**config.mk**
```make
export PLATFORM = sky130hd
export DESIGN_NAME = cmd_req_rsp_flat
export DESIGN_NICKNAME = d
export VERILOG_FILES = /design/src/rtl/cmd_req_rsp_if.sv /design/src/rtl/cmd_req_rsp.sv /design/src/flat_wrapper.sv
export SDC_FILE = /design/constraint.sdc
export NUM_CORES = 1
export LEC_CHECK = 0
export ABC_AREA = 0
export CORE_ASPECT_RATIO = 1.2
export CORE_UTILIZATION = 25
export DETAILED_ROUTE_END_ITERATION = 10
export GPL_TIMING_DRIVEN = 0
export SYNTH_ARGS = -nofsm -noshare
export SYNTH_HDL_FRONTEND = slang
export SYNTH_SLANG_ARGS = --single-unit
```
**constraint.sdc**
```tcl
create_clock -name clk -period 4.3 [get_ports clk]
set_clock_uncertainty 0.2 [all_clocks]
set_input_delay 0.43 -clock clk [delete_from_list [all_inputs] [get_ports clk]]
set_output_delay 0.43 -clock clk [all_outputs]
set_load 0.01 [all_outputs]
```
**src/rtl/cmd_req_rsp_if.sv**
```systemverilog
// Request/command bundle between the request generator, cmd_req_rsp and the command logic.
// Handshake: the generator raises req_rdy and holds it, with req_vld/req_bus stable, until it
// sees the one-cycle req_ack. It then drops req_rdy. cmd_stb is a single-cycle dispatch, and
// cmd_done (with cmd_err) reports completion.
interface cmd_req_rsp_if;
  logic       req_rdy;
  logic       req_vld;
  logic [7:0] req_bus;
  logic       req_ack;
  logic       cmd_stb;
  logic [7:0] cmd_code;
  logic       cmd_done;
  logic       cmd_err;
  logic       rsp_err;
  logic       busy;
  logic       led;

  modport master (
    output req_rdy, req_vld, req_bus, cmd_done, cmd_err,
    input  req_ack, cmd_stb, cmd_code, rsp_err, busy, led
  );

  modport slave (
    input  req_rdy, req_vld, req_bus, cmd_done, cmd_err,
    output req_ack, cmd_stb, cmd_code, rsp_err, busy, led
  );
endinterface

```
**src/rtl/cmd_req_rsp.sv**
```systemverilog
// Responder for the button command request: dispatch, wait for done/timeout, acknowledge.
// Optional LED result blink is enabled by defining CMD_RSP_BLINK_EN.
module cmd_req_rsp #(
  parameter int CLK_REQ = 12_000,
  parameter int TMO     = 4095
) (
  input  logic           clk,
  input  logic           rstz,
  cmd_req_rsp_if.slave   bus,
  output logic [2:0]     dbg_state
);

  typedef enum logic [2:0] {
    IDLE  = 3'd0,
    DISP  = 3'd1,
    WAIT  = 3'd2,
    ACK   = 3'd3,
    HOLD  = 3'd4,
    BLINK = 3'd5
  } state_t;

  localparam int             TW    = $clog2(TMO + 1);
  localparam logic [TW-1:0]  TMO_C = TW'(TMO);

  state_t        state;
  logic [TW-1:0] tmo_cnt;

`ifdef CMD_RSP_BLINK_EN
  localparam int            HALF   = CLK_REQ / 8;
  localparam int            ERR_ON = CLK_REQ / 2;
  localparam int            BW     = $clog2(ERR_ON + 1);
  localparam logic [BW-1:0] HALF_C = BW'(HALF - 1);
  localparam logic [BW-1:0] ERR_C  = BW'(ERR_ON - 1);

  logic [BW-1:0] blink_tmr;
  logic [3:0]    pulses;
`else
  logic unused_clk_req;
  assign unused_clk_req = ^CLK_REQ;
`endif

  assign bus.busy  = (state != IDLE);
  assign dbg_state = state;

  always_ff @(posedge clk or negedge rstz) begin
    if (!rstz) begin
      state        <= IDLE;
      tmo_cnt      <= '0;
      bus.req_ack  <= 1'b0;
      bus.cmd_stb  <= 1'b0;
      bus.cmd_code <= 8'h00;
      bus.rsp_err  <= 1'b0;
      bus.led      <= 1'b0;
`ifdef CMD_RSP_BLINK_EN
      blink_tmr    <= '0;
      pulses       <= 4'd0;
`endif
    end else begin
      bus.req_ack <= 1'b0;
      bus.cmd_stb <= 1'b0;
`ifndef CMD_RSP_BLINK_EN
      bus.led     <= (state != IDLE);
`endif
      case (state)
        IDLE: begin
          if (bus.req_rdy) begin
            if (bus.req_vld && (bus.req_bus != 8'h00)) begin
              bus.cmd_code <= bus.req_bus;
              bus.cmd_stb  <= 1'b1;
              state        <= DISP;
            end else begin
              // Null request: acknowledge without dispatch, keep the previous result.
              bus.req_ack <= 1'b1;
              state       <= ACK;
            end
          end
        end
        DISP: begin
          tmo_cnt <= '0;
          state   <= WAIT;
        end
        WAIT: begin
          tmo_cnt <= tmo_cnt + TW'(1);
          if (bus.cmd_done) begin
            bus.rsp_err <= bus.cmd_err;
            bus.req_ack <= 1'b1;
            state       <= ACK;
          end else if (tmo_cnt == TMO_C) begin
            bus.rsp_err <= 1'b1;
            bus.req_ack <= 1'b1;
            state       <= ACK;
          end else if (!bus.req_rdy) begin
            bus.rsp_err <= 1'b1;
            state       <= IDLE;
          end
        end
        ACK: state <= HOLD;
        HOLD: begin
          if (!bus.req_rdy) begin
`ifdef CMD_RSP_BLINK_EN
            state <= BLINK;
            if (bus.rsp_err) begin
              bus.led   <= 1'b1;
              blink_tmr <= ERR_C;
              pulses    <= 4'd0;
            end else begin
              // A zero count starts in the off phase and yields a single gap.
              bus.led   <= (bus.cmd_code[3:0] != 4'd0);
              blink_tmr <= HALF_C;
              pulses    <= bus.cmd_code[3:0];
            end
`else
            state <= IDLE;
`endif
          end
        end
`ifdef CMD_RSP_BLINK_EN
        BLINK: begin
          if (blink_tmr != '0) begin
            blink_tmr <= blink_tmr - BW'(1);
          end else if (bus.rsp_err) begin
            bus.led <= 1'b0;
            state   <= IDLE;
          end else if (bus.led) begin
            bus.led   <= 1'b0;
            pulses    <= pulses - 4'd1;
            blink_tmr <= HALF_C;
          end else if (pulses != 4'd0) begin
            bus.led   <= 1'b1;
            blink_tmr <= HALF_C;
          end else begin
            state <= IDLE;
          end
        end
`endif
        default: state <= IDLE;
      endcase
    end
  end

endmodule

```
**src/flat_wrapper.sv**
```systemverilog
// flat-port wrapper written by rule: the top's interface ports become plain ports
module cmd_req_rsp_flat 
#(
  parameter int CLK_REQ = 12_000,
  parameter int TMO     = 4095
)
  (clk, rstz, dbg_state, bus_req_rdy, bus_req_vld, bus_req_bus, bus_cmd_done, bus_cmd_err, bus_req_ack, bus_cmd_stb, bus_cmd_code, bus_rsp_err, bus_busy, bus_led);
  cmd_req_rsp_if bus_i ();
  input  logic clk;
  input  logic rstz;
  output logic [2:0] dbg_state;
  input wire logic [$bits(bus_i.req_rdy)-1:0] bus_req_rdy;
  input wire logic [$bits(bus_i.req_vld)-1:0] bus_req_vld;
  input wire logic [$bits(bus_i.req_bus)-1:0] bus_req_bus;
  input wire logic [$bits(bus_i.cmd_done)-1:0] bus_cmd_done;
  input wire logic [$bits(bus_i.cmd_err)-1:0] bus_cmd_err;
  output wire logic [$bits(bus_i.req_ack)-1:0] bus_req_ack;
  output wire logic [$bits(bus_i.cmd_stb)-1:0] bus_cmd_stb;
  output wire logic [$bits(bus_i.cmd_code)-1:0] bus_cmd_code;
  output wire logic [$bits(bus_i.rsp_err)-1:0] bus_rsp_err;
  output wire logic [$bits(bus_i.busy)-1:0] bus_busy;
  output wire logic [$bits(bus_i.led)-1:0] bus_led;
  assign bus_i.req_rdy = bus_req_rdy;
  assign bus_i.req_vld = bus_req_vld;
  assign bus_i.req_bus = bus_req_bus;
  assign bus_i.cmd_done = bus_cmd_done;
  assign bus_i.cmd_err = bus_cmd_err;
  assign bus_req_ack = bus_i.req_ack;
  assign bus_cmd_stb = bus_i.cmd_stb;
  assign bus_cmd_code = bus_i.cmd_code;
  assign bus_rsp_err = bus_i.rsp_err;
  assign bus_busy = bus_i.busy;
  assign bus_led = bus_i.led;
  cmd_req_rsp #(.CLK_REQ(CLK_REQ), .TMO(TMO)) u_core (.clk(clk), .rstz(rstz), .bus(bus_i), .dbg_state(dbg_state));
endmodule
```
== Word level (Yosys, flattened, before mapping) ==
Cells that the tools add are included.

* Add/sub/neg operators: 1
* Equality and inequality tests: 7
* Multiplexer cells: 18
* Reductions and logical operators: 7

{| class="wikitable"
|+ Operator list
! cell !! number
|-
| 12-bit case mux with 2 select lines || 1
|-
| 3-bit case mux with 5 select lines || 1
|-
| 12-bit by 1-bit adder with 12-bit output (second input constant) || 1
|-
| 12-bit == test (second input constant) || 1
|-
| 3-bit 2-to-1 mux || 4
|-
| 1-bit 2-to-1 mux || 10
|-
| 8-bit nonzero test || 1
|-
| 3-bit by 2-bit == test with 1-bit output (second input constant) || 2
|-
| 3-bit by 1-bit == test with 1-bit output (second input constant) || 1
|-
| 3-bit == test (second input constant) || 1
|-
| 3-bit zero test || 1
|-
| 3-bit by 1-bit inequality test with 1-bit output (second input constant) || 1
|-
| 3-bit AND reduction || 1
|-
| 3-bit nonzero test || 1
|-
| 2-bit 2-to-1 mux || 1
|-
| 2-bit inequality test (second input constant) || 1
|-
| 1-bit case mux with 2 select lines || 1
|-
| 2-bit AND reduction || 1
|-
| 2-bit nonzero test || 1
|-
| 1-bit logical AND || 1
|}

* Flip-flop bits (word level): 27
* Input port bits: 14
* Output and inout bits: 16
* Logic and storage cells: 40

== Logic depth before layout (Yosys ltp) ==
* Depth in word-level cells: 5
* Depth in mapped cells: 7
* Gate-level depth less buffers: 5

== Least setup slack after synthesis ==
Ideal clock, no wire load.

* Path type: reg-to-reg
* Start point: reg u_core.state[0] (netlist: u_core.dbg_state[0])
* End point: reg u_core.state[1] (netlist: u_core.dbg_state[1])
* Setup time: 94 ps
* Arrival: 2,009 ps
* Data required time: 4,006 ps
* Setup slack: 1,997 ps
* Stages on the path, launching flop included: 8
* Path buffers: 3
* Clock period less this slack: 2,303 ps
* Path through: dfrtp_1 -> buf_6 -> or3b_1 -> buf_2 -> or2_1 -> buf_6 -> or3_4 -> a221oi_2

* Cells in the longest elaborated chain, start to end: 2
* Elaborated cells on any way between the ends: 7
* Classes of those cells: eq/ne (5); mux (1); reduce/logical (1)

{| class="wikitable"
|+ Ends and longest elaborated chain
! element !! line !! source
|-
| from (decl) || cmd_req_rsp.sv:25 || <nowiki>state_t state;</nowiki>
|-
| from (signal assigned) || cmd_req_rsp.sv:47 || <nowiki>state <= IDLE;</nowiki>
|-
| from (signal assigned) || cmd_req_rsp.sv:70 || <nowiki>state <= DISP;</nowiki>
|-
| from (signal assigned) || cmd_req_rsp.sv:74 || <nowiki>state <= ACK;</nowiki>
|-
| 3-bit == test, or another cell as far along || cmd_req_rsp.sv:64 || <nowiki>case (state)</nowiki>
|-
| 3-bit case mux with 5 select lines or 2-bit inequality test (tied branches) || -- ||
|}

Several ways; a longest one is shown, not always the timed one.
A chain may end at the register's enable or synchronous reset.

== Worst setup path after layout ==
* Start point: in bus_req_bus[1]
* End point: reg u_core.bus.cmd_code[7]

* Cells in the longest elaborated chain, start to end: 3

{| class="wikitable"
|+ Ends and longest elaborated chain
! element !! line !! source
|-
| from (decl) || flat_wrapper.sv:14 || <nowiki>input wire logic [$bits(bus_i.req_bus)-1:0] bus_req_bus;</nowiki>
|-
| 8-bit nonzero test || cmd_req_rsp.sv:67 || <nowiki>if (bus.req_vld && (bus.req_bus != 8'h00)) begin</nowiki>
|-
| 1-bit logical AND || cmd_req_rsp.sv:67 ||
|-
| 3-bit AND reduction (no line) || -- ||
|-
| to (signal assigned) || cmd_req_rsp.sv:68 || <nowiki>bus.cmd_code <= bus.req_bus;</nowiki>
|-
| to (decl) || cmd_req_rsp_if.sv:25 || <nowiki>output req_ack, cmd_stb, cmd_code, rsp_err, busy, led</nowiki>
|}

No other way between the ends.

==> impl_metrics.csv <==
group,metric,value,unit
timing,max_freq,406.9,MHz
worst_setup_path,crit_family,"simple AND/OR/NAND/NOR gates",
logic_synthesis,synth_area_per_cell,10.74,sq um
logic_synthesis,yosys-top-cells-area,"dfrtp_1, mux2_2, o21ai_0, nand2_1, a21oi_1",
logic_synthesis,syn-cell-area,1256,sq um
cells_and_area,final_nets,166,
logic_synthesis,synth_top_flop_cell,"dfrtp_1",
clock_network,ctsLongestPathBuffers,2,
clock_network,cts_tree,"built",
global_route,overflow,0,
clock_network,clkTransAtPathRegs,90,ps
floorplanning,die_h,79.65,um
global_route,grt_max_degree,28,
floorplanning,die_w,66.71,um
clock_network,hold_buffers,0,
logic_synthesis,yosysTopAreaCellShare,53.78,%
global_route,antenna_found_initial,0,
routing,drt_drc_violations_left,0,
clock_network,root_buffer,"clkbuf_8",
placement,port_buffers,29,
worst_setup_path,critical_path.max_fanout,9,
routing,viasPerCell,4.889,
floorplanning,ioPinCount,30,
logic_synthesis,ys_seq_elements,27,
clock_network,cts_buffers,3,
cells_and_area,final-instance-count-excl-fill,208,
logic_synthesis,ys_warn_count,0,
global_route,grt.total_usage,11.27,%
placement,dp_hpwl,2050,um
global_route,grt_pass1_vias,1028,
routing,wl_per_cell,13.29,um
logic_synthesis,synth_largest_area_cell,"dfrtp_1",
worst_hold_path,hp-class,"input port to asynchronous set/reset pin",
worst_setup_path,path_cells,"clkdlybuf4s50_1 > or4_1 > o21ai_0 > or3_1 > buf_2 > mux2_2",
logic_synthesis,synth.most_common_cell,"dfrtp_1",
clock_network,cts_max_level,1,
cells_and_area,syn2layout_area_growth,32.07,%
floorplanning,dieArea,5313,sq um
worst_setup_path,start_kind,"input port",
timing,whs,-35.61,ps
timing,finalSetupTns,0,ps
clock_network,postCtsSetupBuffers,0,
worst_setup_path,end_kind,"flop",
routing,vias,1017,
timing,slew_viol_final,0,
outcome,outcome,"finished with violations",
routing,drt_iter0_drc,16,
timing,hold_violations,27,
placement,gp_congestion,0.7647,
power_and_ir_drop,power.density,592.4,nW/um^2
logic_synthesis,synth.net_count,132,
floorplanning,rows,27,
floorplanning,start_util,26.75,%
power_and_ir_drop,peakVddDrop,0.2879,mV
timing,min_period,2457,ps
power_and_ir_drop,power_leakage,0.6808,nW
global_route,grt_pass1_wl,4671,um
worst_setup_path,cp.required,4260,ps
worst_setup_path,cp_slowest_cell,"or4_1",
worst_setup_path,cp.depth,6,
routing,routed_wl,2764,um
cells_and_area,regArea,675.6,sq um
logic_synthesis,yosysSeqAreaShare,53.78,%
worst_setup_path,rr_worst_depth,7,
worst_setup_path,critPathBufInv,2,
logic_synthesis,synth_common_cells,"dfrtp_1, o21ai_0, nand2_1",
cells_and_area,multiInputGateArea,525.5,sq um
logic_synthesis,yosysUniqueCellTypes,32,
worst_setup_path,critPathArrivalTime,2420,ps
cells_and_area,drive_gt1_share,12.67,%
logic_synthesis,synthArstFlopShare,100.0,%
timing,relSlewSlack,36.56,%
timing,rsz0062_at_grt,"no",
cells_and_area,n_antenna_cell,0,
logic_synthesis,syn_inst,117,
flow_run,cap_violations,0,
worst_setup_path,critPathKind,"input port to flop",
routing,drt_first_pass_iters,4,
clock_network,clkLatencyLatePin,260,ps
timing,tightest_slew,949.5,ps
placement,post-place-cells,204,
cells_and_area,fillerInstances,454,
clock_network,cts.sinks,27,
worst_setup_path,max_stage_delay,530,ps
floorplanning,core,4696,sq um
outcome,violations,"negative hold slack",
clock_network,cts_resized,0,
power_and_ir_drop,report.power.total,982.9,uW
timing,setup_viol,0,
timing,post-route-period-util,57.15,%
routing,ant_nets,0,
logic_synthesis,synth_edf_count,0,
worst paths after layout:
kind / endpoint / start / slack (ps)
worst max-delay path: u_core.bus.cmd_code[7] / bus_req_bus[1] / 1840
worst max register to register: u_core.dbg_state[1] / u_core.dbg_state[0] / 1900
max in group asynchronous: u_core.tmo_cnt[11] / rstz / 3540
worst min-delay path: u_core.bus.cmd_code[7] / rstz / -40
worst min register to register: u_core.tmo_cnt[11] / u_core.tmo_cnt[11] / 290
min in group clk: u_core.tmo_cnt[11] / u_core.tmo_cnt[11] / 290
cell families after synthesis:
group | after synthesis | synth area share, %
xor+xnor | 1 | 0.6973
flops | 27 | 53.79
mux | 8 | 7.172
fa+ha+maj | 1 | 0.9959
simple gates | 40 | 17.23
buf+inv | 9 | 4.382
compound gates | 31 | 15.74
final cells by class:
class | count | share of cell area [%]
Tap cell | 58 | 4.374
Multi-Input combinational cell | 81 | 31.67
Buffer | 5 | 2.413
Sequential cell | 27 | 40.72
Clock buffer | 4 | 2.715
Inverter | 4 | 0.9050
Timing Repair Buffer | 29 | 17.19
power by group:
part	switching [mW]	internal (mW)	leakage, nW
Clock	0.0766	0.0663	0.0228
Sequential	0.0531	0.331	0.346
Combinational	0.212	0.244	0.312
Total	0.341	0.642	0.681
layer usage:
layer	up-vias	global-route usage (%)	part of all wire [%]
met5	-	0	0
met4	0	1.915	0.51
met3	2	2.857	4.5
met2	22	19.90	52
met1	494	13.71	43
li1	499	-	-
metrics by stage:
| stage | hold slack, ps | setup slack, ps | cell area, sq um | utilization (%) |
|---|---|---|---|---|
| finish | -35.61 | 1843 | 1659 | 35.33 |
| global route | 12.87 | 1698 | 1659 | 35.33 |
| CTS | 294.4 | 1817 | 1664 | 35.44 |
| detailed placement | 279.5 | 1531 | 1619 | 34.48 |
| global placement | 267.7 | 1568 | 1619 | 34.48 |
| floorplan | -65.59 | 1997 | 1256 | - |
sequential cells by signal, indices dropped and copies added, names as in the netlist:
| register | count |
|---|---|
| u_core.bus.rsp_err | 1 |
| u_core.bus.req_ack | 1 |
| u_core.tmo_cnt | 12 |
| u_core.bus.cmd_code | 8 |
| u_core.bus.cmd_stb | 1 |
| u_core.dbg_state | 3 |
| u_core.bus.led | 1 |
cell usage in the layout, fill, tap and decap left out:
cell and count:
a31oi_1 1, or2_1 1, a21oi_1 6, mux2_2 8
a22o_1 1, and4_1 1, buf_4 1, inv_1 4
ha_1 1, or3_1 2, nand3b_1 1, nand2_1 11
and3_1 1, a221oi_2 1, dfrtp_1 27, o31ai_1 4
buf_2 3, o21ai_0 12, xor2_1 1, or4_1 2
clkbuf_8 3, nand4_1 4, nor4_1 1, o211ai_1 4
or3_4 1, and2_1 1, clkbuf_1 1, o311a_1 1
clkdlybuf4s50_1 28, nor2_1 7, o21a_1 1, nor3b_1 2
or3b_1 1, buf_6 2, nand3_1 4
Power figures use the tool's default switching activity.
